$ cat src/rtl/sar_adc_pkg.sv
// Shared state encoding and default sizing for the SAR ADC controller.
package sar_adc_pkg;

    localparam int DATA_WIDTH_DEF    = 8;
    localparam int SETTLE_CYCLES_DEF = 4;
    localparam int CNT_W             = 8;

    typedef enum logic [1:0] {
        ST_IDLE   = 2'd0,
        ST_SETTLE = 2'd1,
        ST_DECIDE = 2'd2
    } state_e;

    function automatic int idx_width(input int w);
        return (w > 1) ? $clog2(w) : 1;
    endfunction

endpackage

$ cat src/rtl/sar_adc_if.sv
// Conversion handshake and comparator/DAC bundle of the SAR ADC controller.
interface sar_adc_if
    import sar_adc_pkg::*;
#(
    parameter int DATA_WIDTH = DATA_WIDTH_DEF
);

    logic                  start;
    logic                  cmp;
    logic [DATA_WIDTH-1:0] dac;
    logic [DATA_WIDTH-1:0] data;
    logic                  valid;
    logic                  busy;

    modport master (
        output start,
        output cmp,
        input  dac,
        input  data,
        input  valid,
        input  busy
    );

    modport slave (
        input  start,
        input  cmp,
        output dac,
        output data,
        output valid,
        output busy
    );

endinterface

$ cat src/rtl/sar_adc_ctrl_sync.sv
// Two-flop synchronizer with synchronous active-low clear.
module sync_2ff (
    input  logic clk,
    input  logic rst,
    input  logic d_i,
    output logic q_o
);

    logic s1_q;
    logic s2_q;

    always_ff @(posedge clk) begin
        if (!rst) begin
            s1_q <= 1'b0;
            s2_q <= 1'b0;
        end else begin
            s1_q <= d_i;
            s2_q <= s1_q;
        end
    end

    assign q_o = s2_q;

endmodule

$ cat src/rtl/sar_adc_ctrl.sv
// Successive-approximation controller: walks an R2R DAC MSB-first,
// settling each trial code before sampling the synchronized comparator.
module sar_adc_ctrl
    import sar_adc_pkg::*;
#(
    parameter int DATA_WIDTH    = DATA_WIDTH_DEF,
    parameter int SETTLE_CYCLES = SETTLE_CYCLES_DEF
) (
    input  logic      clk,
    input  logic      rst,
    sar_adc_if.slave  bus
);

    localparam int IW = idx_width(DATA_WIDTH);

    localparam logic [CNT_W-1:0] CNT_LOAD =
        CNT_W'(SETTLE_CYCLES - 1);
    localparam logic [IW-1:0] IDX_MSB =
        IW'(DATA_WIDTH - 1);
    localparam logic [DATA_WIDTH-1:0] MSB_CODE =
        {1'b1, {(DATA_WIDTH-1){1'b0}}};

    state_e                state_q, state_d;
    logic [IW-1:0]         idx_q, idx_d;
    logic [CNT_W-1:0]      cnt_q, cnt_d;
    logic [DATA_WIDTH-1:0] dac_q, dac_d;
    logic [DATA_WIDTH-1:0] data_q, data_d;
    logic                  valid_q, valid_d;
    logic [DATA_WIDTH-1:0] code;
    logic                  cmp_s;

    sync_2ff u_sync (
        .clk (clk),
        .rst (rst),
        .d_i (bus.cmp),
        .q_o (cmp_s)
    );

    always_ff @(posedge clk) begin
        if (!rst) begin
            state_q <= ST_IDLE;
            idx_q   <= '0;
            cnt_q   <= '0;
            dac_q   <= '0;
            data_q  <= '0;
            valid_q <= 1'b0;
        end else begin
            state_q <= state_d;
            idx_q   <= idx_d;
            cnt_q   <= cnt_d;
            dac_q   <= dac_d;
            data_q  <= data_d;
            valid_q <= valid_d;
        end
    end

    always_comb begin
        state_d = state_q;
        idx_d   = idx_q;
        cnt_d   = cnt_q;
        dac_d   = dac_q;
        data_d  = data_q;
        valid_d = 1'b0;
        code    = dac_q;

        unique case (state_q)
            ST_IDLE: begin
                if (bus.start) begin
                    state_d = ST_SETTLE;
                    idx_d   = IDX_MSB;
                    dac_d   = MSB_CODE;
                    cnt_d   = CNT_LOAD;
                end
            end
            ST_SETTLE: begin
                if (cnt_q == '0) begin
                    state_d = ST_DECIDE;
                end else begin
                    cnt_d = cnt_q - CNT_W'(1);
                end
            end
            ST_DECIDE: begin
                code[idx_q] = cmp_s;
                if (idx_q != '0) begin
                    code[idx_q - IW'(1)] = 1'b1;
                    idx_d   = idx_q - IW'(1);
                    dac_d   = code;
                    cnt_d   = CNT_LOAD;
                    state_d = ST_SETTLE;
                end else begin
                    data_d  = code;
                    valid_d = 1'b1;
                    // A held start chains straight into the next conversion
                    if (bus.start) begin
                        state_d = ST_SETTLE;
                        idx_d   = IDX_MSB;
                        dac_d   = MSB_CODE;
                        cnt_d   = CNT_LOAD;
                    end else begin
                        state_d = ST_IDLE;
                        dac_d   = code;
                    end
                end
            end
            default: begin
                state_d = ST_IDLE;
            end
        endcase
    end

    assign bus.dac   = dac_q;
    assign bus.data  = data_q;
    assign bus.valid = valid_q;
    assign bus.busy  = (state_q != ST_IDLE);

endmodule
$ cat src/flat_wrapper.sv
// flat-port wrapper written by rule: the top's interface ports become plain ports
module sar_adc_ctrl_flat import sar_adc_pkg::*;
#(
    parameter int DATA_WIDTH    = DATA_WIDTH_DEF,
    parameter int SETTLE_CYCLES = SETTLE_CYCLES_DEF
)
  (clk, rst, bus_start, bus_cmp, bus_dac, bus_data, bus_valid, bus_busy);
  sar_adc_if #(.DATA_WIDTH(DATA_WIDTH)) bus_i ();
  input  logic clk;
  input  logic rst;
  input wire logic [$bits(bus_i.start)-1:0] bus_start;
  input wire logic [$bits(bus_i.cmp)-1:0] bus_cmp;
  output wire logic [$bits(bus_i.dac)-1:0] bus_dac;
  output wire logic [$bits(bus_i.data)-1:0] bus_data;
  output wire logic [$bits(bus_i.valid)-1:0] bus_valid;
  output wire logic [$bits(bus_i.busy)-1:0] bus_busy;
  assign bus_i.start = bus_start;
  assign bus_i.cmp = bus_cmp;
  assign bus_dac = bus_i.dac;
  assign bus_data = bus_i.data;
  assign bus_valid = bus_i.valid;
  assign bus_busy = bus_i.busy;
  sar_adc_ctrl #(.DATA_WIDTH(DATA_WIDTH), .SETTLE_CYCLES(SETTLE_CYCLES)) u_core (.clk(clk), .rst(rst), .bus(bus_i));
endmodule
$ cat config.mk
export PLATFORM = sky130hd
export DESIGN_NAME = sar_adc_ctrl_flat
export DESIGN_NICKNAME = d
export VERILOG_FILES = /design/src/rtl/sar_adc_pkg.sv /design/src/rtl/sar_adc_if.sv /design/src/rtl/sar_adc_ctrl_sync.sv /design/src/rtl/sar_adc_ctrl.sv /design/src/flat_wrapper.sv
export SDC_FILE = /design/constraint.sdc
export NUM_CORES = 1
export LEC_CHECK = 0
export CORE_MARGIN = 2
export CORE_UTILIZATION = 40
export DETAILED_ROUTE_END_ITERATION = 8
export PLACE_DENSITY_LB_ADDON = 0.2
export SETUP_SLACK_MARGIN = 0.3
export SKIP_CTS_REPAIR_TIMING = 1
export SLEW_MARGIN = 20
export SYNTH_ARGS = -nofsm -noshare
export SYNTH_HDL_FRONTEND = slang
export SYNTH_SLANG_ARGS = --single-unit
$ cat constraint.sdc
create_clock -name clk -period 2.3 [get_ports clk]
set_input_delay 0.575 -clock clk [delete_from_list [all_inputs] [get_ports clk]]
set_output_delay 0.575 -clock clk [all_outputs]
set_load 0.02 [all_outputs]
; Yosys cells after proc, flatten, opt, wreduce, memory -nomap -nowiden
; Index checks and enable logic that the tools add are counted.
[totals]
wordCells = 56
input_bits = 4
ramBits = 0
latch_bits = 0
memories = 0
reg_bits = 32
rom_bits = 0
[classes]
n_bitwise = 2
reduce_logical = 13
shifts = 0
div_mod_pow = 0
n_eq_ne = 5
magnitude_cmp = 4
n_mul = 0
muxes = 22
add_sub_neg = 2
[op_table]
columns = operator, n
row1 = two-way mux 8 bit, 6
row2 = one-hot mux 8 bit (3 select lines), 1
row3 = one-hot mux 8 bit (2 select lines), 1
row4 = AND reduction 2 bit, 5
row5 = bitwise mux 8 bit, 1
row6 = zero test 8 bit, 1
row7 = less-than comparator 3 x 4 -> 1 bit (second input constant), 2
row8 = bitwise OR 8 bit, 1
row9 = subtractor 8 x 1 -> 8 bit (second input constant), 1
row10 = demux 1 bit (select 3 bit), 2
row11 = >= comparator 3 x 1 -> 1 bit (second input constant), 2
row12 = two-way mux 2 bit, 3
row13 = two-way mux 3 bit, 2
row14 = one-hot mux 2 bit (3 select lines), 1
row15 = one-hot mux 3 bit (2 select lines), 1
row16 = nonzero test 3 bit, 2
row17 = two-way mux 1 bit, 4
row18 = inequality test 2 bit (second input constant), 2
row19 = nonzero test 2 bit, 2
row20 = subtractor 3 x 1 -> 3 bit (second input constant), 1
row21 = == test 2 x 1 -> 1 bit (second input constant), 1
row22 = == test 2 bit (second input constant), 1
row23 = logical AND 1 bit, 2
row24 = zero test 2 bit, 1
row25 = other kinds (2), 2

; Logic depth before layout (Yosys ltp)
; Gate-level depths: netlist (run 1).
[logic_depth]
ltp_word = 8
ltp_mapped = 8
depth_no_buf = 6

; Modules after synthesis
; From an unflattened synthesis (run 1), not the netlist that was laid out.
[unflattened]
cells_unflattened = 202
area_unflattened_um2 = 1789.2
[by_module_without_submodules]
columns = mod, cells_per_inst, n_inst, area_per_inst_um2, seq_area_each_um2
row1 = sar_adc_ctrl, 198, 1, 1736.7, 600.6
row2 = sync_2ff, 4, 1, 52.6, 40.0

; Least setup slack after synthesis (run 1)
; OpenSTA, ideal clock, no wires.
[synth_path]
path_type = flip-flop to flip-flop
start = register u_core.idx_q[0]
end = register u_core.dac_q[7] (netlist: u_core.bus.dac[7])
slack_ps = 260
stages_incl_launch_ff = 8
arrival_time_ps = 1937
period_less_slack_ps = 2040
path_buffers = 1
path_cell_list = dfxtp_1 -> clkbuf_1 -> inv_1 -> ha_1 -> or3b_1 -> a211oi_1 -> nor4b_1 -> a2111oi_2
[synth_between]
elab_chain_cells = 8
[synth_rtl]
columns = element, line_no
row1 = start: declaration, sar_adc_ctrl.sv:24  ; logic [IW-1:0] idx_q, idx_d;
row2 = start signal: assignment, sar_adc_ctrl.sv:49  ; idx_q <= idx_d;
row3 = subtractor 3 x 1 -> 3 bit (tied with other cells), sar_adc_ctrl.sv:85  ; code[idx_q - IW'(1)] = 1'b1;
row4 = less-than comparator 3 x 4 -> 1 bit (implied by the code) (tied with other cells), sar_adc_ctrl.sv:85
row5 = logical AND 1 bit (implied by the code) or two-way mux 1 bit (tied branches), "sar_adc_ctrl.sv:85, sar_adc_ctrl.sv:83"
row6 = two-way mux 1 bit (implied by the code) or demux 1 bit (select 3 bit) (tied branches), --
row7 = demux 1 bit (select 3 bit) or bitwise mux 8 bit (tied branches), --
row8 = bitwise OR 8 bit (no line) or two-way mux 8 bit (tied branches), --
row9 = two-way mux 8 bit *, sar_adc_ctrl.sv:84  ; if (idx_q != '0) begin
row10 = one-hot mux 8 bit (2 select lines) *, sar_adc_ctrl.sv:66  ; unique case (state_q)
row11 = end signal: assignment, sar_adc_ctrl.sv:44  ; dac_q <= '0;
row12 = end signal: assignment, sar_adc_ctrl.sv:51  ; dac_q <= dac_d;
row13 = end: declaration, sar_adc_ctrl.sv:26  ; logic [DATA_WIDTH-1:0] dac_q, dac_d;
; Every way passes the cells marked *; elsewhere a longest branch is shown, timed or not.
; A chain may end at the register's enable or synchronous reset.

; Worst setup path in the final report (run 1)
[layout_path]
start = register u_core.dac_q[7] (netlist: u_core.bus.dac[7])
end = output bus_dac[7]
[layout_rtl]
columns = element, line_no
row1 = end: declaration, flat_wrapper.sv:13  ; output wire logic [$bits(bus_i.dac)-1:0] bus_dac;
; No word-level cell between the ends.

==> results by group, run 1 <==
STA
  • Clock Skew: 0.007191 ns
  • Period minus WS final: 1.893 ns
  • Unrepaired setup endpoints after global routing: no
  • Max-slew violations: 0
  • Fin. Hold Viols: 0
  • Worst-margin pin slew: 0.5456 ns
  • Hold slack: 0.4373 ns
  • Final Cycle Share: 82.29%
  • Peak Freq: 0.5283 GHz
  • Setup TNS: 0 ns
  • Slew margin rel.: 63.58%
  • # setup viols final: 0

Clocking
  • TritonCTS clock tree: done
  • CTS Buf Count: 5
  • Clk Latency, worst-skew pair: 0.28 ns
  • CTS clk-pin slew, worst paths: 0.07 ns
  • CTS sink count: 32
  • Clock Tree Buf Depth: 2
  • Clk Tree Root Cell: clkbuf_8
  • CTS H-tree lvls: 2

Power and ir drop
  • Leakage: 0.0008662 µW
  • Pwr dens: 1183 nW/µm²
  • IR drop worst, VDD: 615.6 µV

Setup path
  • Crit path buffers/inverters: 1
  • Crit Path Category: reg -> out
  • Reg2reg setup slack: 0.42 ns
  • Worst Path Max Fanout: 4
  • Worst Setup SP: u_core.bus.dac[7]
  • Critical Path Sink Type: output pin
  • Critical Path AT: 1.32 ns
  • Slowest stage delay, CP: 0.63 ns
  • Slowest stage cell, crit path: clkdlybuf4s50_1
  • Crit path cell chain: clkdlybuf4s50_1
  • Critical R2R Launch: u_core.state_q[0]
  • CP Launch Type: flop
  • CP delay by family, top: buffers and inverters
  • Data required, critical path: 1.73 ns

Finish
  • Share of layout cells above drive strength 1: 12.50%
  • Nets: 251
  • Ant. Diodes: 0
  • Area growth, synth to finish: 25.04%
  • Commonest non-fill, non-tap cell in the layout: dfxtp_1
  • Commonest non-fill, non-tap cells in the layout: 32 x dfxtp_1, 20 x clkdlybuf4s50_1, 18 x nor2_1, 17 x nand2_1, 15 x inv_1
  • FILL cells: 438

Logic synthesis
  • Seq/Total Area, Yosys: 35.80%
  • Syn_area_per_cell: 8.602 µm²
  • Cell count after synthesis: 208
  • Number of synthesized flops with an enable pin: 0
  • Main synth FF type: dfxtp_1
  • Synth Register Bits: 32
  • Ys Warns: 0
  • Share of synthesized registers carrying an async set or reset: 0%
  • Mapped Nets: 220
  • Synthesized area: 1789 µm²
  • Netlist cell types: 46

Worst hold path
  • Hold crit path type: reg -> reg
  • HP Start: u_core.u_sync.s1_q

Floorplanning
  • Total die area: 5024 µm²
  • Core Rows: 24
  • Die span in y: 70.88 µm
  • Core area: 4324 µm²
  • IO Count: 22
  • Die W: 70.88 µm
  • Initial core utilization: 41.38%

Status
  • Status: completed

Route
  • First drt pass iteration count: 4
  • DRC: 0
  • DRT iter0 DRCs: 90
  • Drt wl/cell: 14.48 µm
  • Vias per inst: 5.702
  • Detail Route Antenna Nets: 0
  • Via Count: 1,665
  • Routed WL: 4.227 mm

Global routing
  • Vias in the first global route: 1,465
  • Initial antenna violation count: 0
  • Largest net degree at the start of global routing: 17
  • First-pass GRT wire length: 7.307 mm
  • Tot GR Track Use: 18.22%
  • Gr ovfl total: 0

Place
  • DP HPWL: 3.060 mm
  • GPL Wtd Cong: 0.8109
  • Port Buffers: 21

Flow run
  • Max cap viols: 0
[power breakdown]
group | leakage, µW | internal, µW | switching [µW]
registers | 0.000261 | 653 | 105
clock network | 0.0000552 | 321 | 209
logic | 0.000550 | 574 | 782
[layer usage]
layer | vias up | part of all wire (%) | track usage, %
met3 | 5 | 4.7 | 4.843
li1 | 838 | - | -
met4 | 0 | 1.2 | 5.031
met5 | - | 0 | 0
met2 | 43 | 42 | 25.34
met1 | 779 | 52 | 27.58
[cell families (layout without fill, tap and decap cells)]
family / count (synthesis) / in the layout / share of synthesized area (%)
AOI/OAI and AO/OA: 59 / 59 / 25.04
muxes: 9 / 9 / 5.035
buffers and inverters: 25 / 57 / 5.594
xor gates and xnor gates: 2 / 2 / 0.9792
adders and majority gates: 8 / 8 / 5.595
and+or+nand+nor: 73 / 73 / 21.96
DFF: 32 / 32 / 35.80
[worst paths after layout]
path / depth (start not counted) / endpoint
setup reg to reg: 6 / u_core.cnt_q[5]
hold / removal: 1 / u_core.u_sync.q_o
setup / recovery: 1 / bus_dac[7]
hold reg to reg: 1 / u_core.u_sync.q_o
[cells in the mapped netlist (2+ instances only)]
library cell	n	area [µm²]
o2111ai_1	2	17.52
o2bb2ai_1	3	26.28
inv_1	15	56.30
mux2i_1	9	90.09
o221a_2	3	33.78
nand2_1	17	63.81
o22ai_1	2	12.51
o22a_1	2	17.52
o21ai_0	4	20.02
dfxtp_1	32	640.6
clkbuf_1	5	18.77
a21oi_1	12	60.06
nor2_1	18	67.56
o21a_1	2	15.01
a31oi_1	6	37.54
nand2b_1	3	18.77
nand3_1	8	40.04
a211oi_1	9	67.56
nor4b_1	2	17.52
and3_1	3	18.77
or3b_1	2	17.52
nor3_1	6	30.03
nor3b_1	3	22.52
o32a_1	3	30.03
and2_1	2	12.51
nand3b_1	4	30.03
buf_2	5	25.02
ha_1	8	100.1
[per-stage QoR]
| step | total power [µW] | utilization [%] | instance area [µm²] | std cells | setup WS [ns] |
|---|---|---|---|---|---|
| global placement | 2100 | 48.99 | 2118 | 284 | 0.2855 |
| finish | 2645 | 51.74 | 2237 | 292 | 0.4073 |
| CTS | 2636 | 51.48 | 2226 | 292 | 0.08827 |
| global route | 2853 | 51.74 | 2237 | 292 | 0.3006 |
| floorplan | 1716 | - | 1790 | 208 | 0.3676 |
| detailed placement | 2095 | 48.99 | 2118 | 284 | 0.2595 |
[final cells by class]
class | count | area [µm²] | area share, %
Sequential cell | 32 | 640.6 | 28.64
Timing Repair Buffer | 34 | 310.3 | 13.87
Tap cell | 52 | 65.06 | 2.908
Clock inverter | 2 | 35.03 | 1.566
Clock buffer | 6 | 72.57 | 3.244
Inverter | 15 | 56.30 | 2.517
Multi-Input combinational cell | 151 | 1057 | 47.26
[state kept, by name (all words and copies together), names as in the netlist]
signal	count
u_core.idx_q	3
u_core.bus.valid	1
u_core.state_q	2
u_core.u_sync.q_o	1
u_core.cnt_q	8
u_core.u_sync.s1_q	1
u_core.bus.data	8
u_core.bus.dac	8
(Power assumes the default switching activity.)
==> run 2, diff against run 1 <==
Clock period 2.3 ns to 1.73 ns, I/O delays scaled along.
==> run 2 against run 1 <==
Effect of this change:
- cell area grew 33%
- clock power increased by 12%
- critical path depth rose by 6
- global-route usage is 0.78 points higher
- sequential cell count is the same
- worst setup slack lost 0.35 ns
- largest power group unchanged
==> results by group, run 2 (synthesized netlist as in run 1, its figures left out) <==
Status
  • Status: completed

Place
  • Post-Place Worst Slack: -0.1872 ns
  • DP HPWL: 3.334 mm
  • Dpl cell area: 2326 µm²
  • Port Buffers: 21
  • GPL Wtd Cong: 0.8252

Clocking
  • Clk Latency, worst-skew pair: 0.29 ns
  • CTS Buf Count: 5
  • CTS H-tree lvls: 2
  • Clock Tree Buf Depth: 2
  • CTS clk-pin slew, worst paths: 0.07 ns
  • TritonCTS clock tree: done
  • Clk Tree Root Cell: clkbuf_8
  • CTS sink count: 32

Floorplanning
  • Total die area: 5024 µm²
  • Initial core utilization: 41.38%
  • Core Rows: 24
  • Core area: 4324 µm²
  • IO Count: 22
  • Die span in y: 70.88 µm
  • Die W: 70.88 µm

Finish
  • Finished Cell Area: 2975 µm²
  • Commonest non-fill, non-tap cell in the layout: buf_4
  • Share of layout cells above drive strength 1: 47.25%
  • Nets: 284
  • Area growth, synth to finish: 66.29%
  • FILL cells: 322
  • Ant. Diodes: 0
  • Commonest non-fill, non-tap cells in the layout: 32 x buf_4, 25 x dfxtp_1, 19 x dlymetal6s2s_1, 16 x nor2_1, 11 x buf_6

Setup path
  • Crit path cell chain: inv_6 -> ha_4 -> nor4b_4 -> buf_4 -> a31o_4 -> o21a_1 -> a211o_1
  • Crit Path Category: reg -> reg
  • Critical Path AT: 1.86 ns
  • Data required, critical path: 1.91 ns
  • Critical Path Sink Type: flop
  • Reg2reg setup slack: 0.05 ns
  • Slowest stage cell, crit path: dfxtp_4
  • Slowest stage delay, CP: 0.39 ns
  • Worst Path Max Fanout: 5
  • CP Launch Type: flop

STA
  • Worst-margin pin slew: 0.3280 ns
  • Clock Skew: 0.003431 ns
  • Peak Freq: 0.5962 GHz
  • Max-slew violations: 0
  • Final Cycle Share: 96.96%
  • # setup viols final: 0
  • Fin. Hold Viols: 0
  • Slew margin rel.: 77.51%
  • Setup TNS: 0 ns
  • Unrepaired setup endpoints after global routing: yes
  • Min setup slack post-route: 0.05258 ns
  • Period minus WS final: 1.677 ns

Global routing
  • Largest net degree at the start of global routing: 16
  • First-pass GRT wire length: 7.445 mm
  • Initial antenna violation count: 0
  • Vias in the first global route: 1,542
  • Tot GR Track Use: 19.00%
  • Gr ovfl total: 0

Worst hold path
  • Hold crit path type: reg -> reg

Power and ir drop
  • Pwr dens: 1602 nW/µm²
  • Leakage: 0.001455 µW
  • IR drop worst, VDD: 970.9 µV

Route
  • Vias per inst: 5.637
  • Routed WL: 5.262 mm
  • Drt wl/cell: 16.19 µm
  • DRC: 0
  • Detail Route Antenna Nets: 0
  • DRT iter0 DRCs: 72
  • First drt pass iteration count: 4
  • Via Count: 1,832

Flow run
  • Max cap viols: 0
[run 2: area by class of cell]
type	instances	area, µm²	share of cell area, %
well taps	52	65.06	2.187
multi-input cells	151	1403	47.14
clock inverters	2	10.01	0.3364
repair buffers	67	676.9	22.75
inverters	15	78.83	2.649
flip-flops and latches	32	659.4	22.16
clock buffers	6	82.58	2.775
[run 2: metal layers]
layer	vias up	GRT usage, %	share of wire (%)
met5	-	0	0
met4	0	7.547	1.4
met3	7	4.274	3.0
met2	29	28.56	50
met1	887	26.48	46
li1	909	-	-
[run 2: worst max-delay path: cells and delay by family (launching register included)]
| family | cells | cell delay (ns) |
|---|---|---|
| DFF | 1 | 0.39 |
| adders and majority gates | 1 | 0.14 |
| AOI/OAI and AO/OA | 3 | 0.70 |
| buffers and inverters | 2 | 0.21 |
| and+or+nand+nor | 1 | 0.12 |
[run 2: path summary, 6_finish.rpt]
| kind | start | endpoint | depth (start not counted) |
|---|---|---|---|
| worst min register to register | u_core.u_sync.s1_q | u_core.u_sync.q_o | 1 |
| worst max-delay path | u_core.cnt_q[0] | u_core.cnt_q[5] | 7 |
| worst min-delay path | u_core.u_sync.s1_q | u_core.u_sync.q_o | 1 |
| worst max register to register | u_core.cnt_q[0] | u_core.cnt_q[5] | 7 |
[run 2: through the flow]
stage | util, % | total power (µW) | cells | hold WS [ns]
final | 68.81 | 4765 | 325 | 0.4387
after global routing | 68.81 | 5081 | 325 | 0.4568
after CTS | 55.93 | 3774 | 307 | 0.4429
after detailed placement | 53.79 | 3178 | 299 | 0.4253
after global placement | 53.79 | 3164 | 299 | 0.4346
after floorplan | - | 2474 | 208 | 0.4119
[run 2: report_power, final]
group | internal, µW | leakage (µW) | switching [µW] | total (µW)
sequential | 896 | 0.000264 | 155 | 1050
combinational | 1550 | 0.00114 | 1570 | 3120
clock | 317 | 0.0000510 | 278 | 595
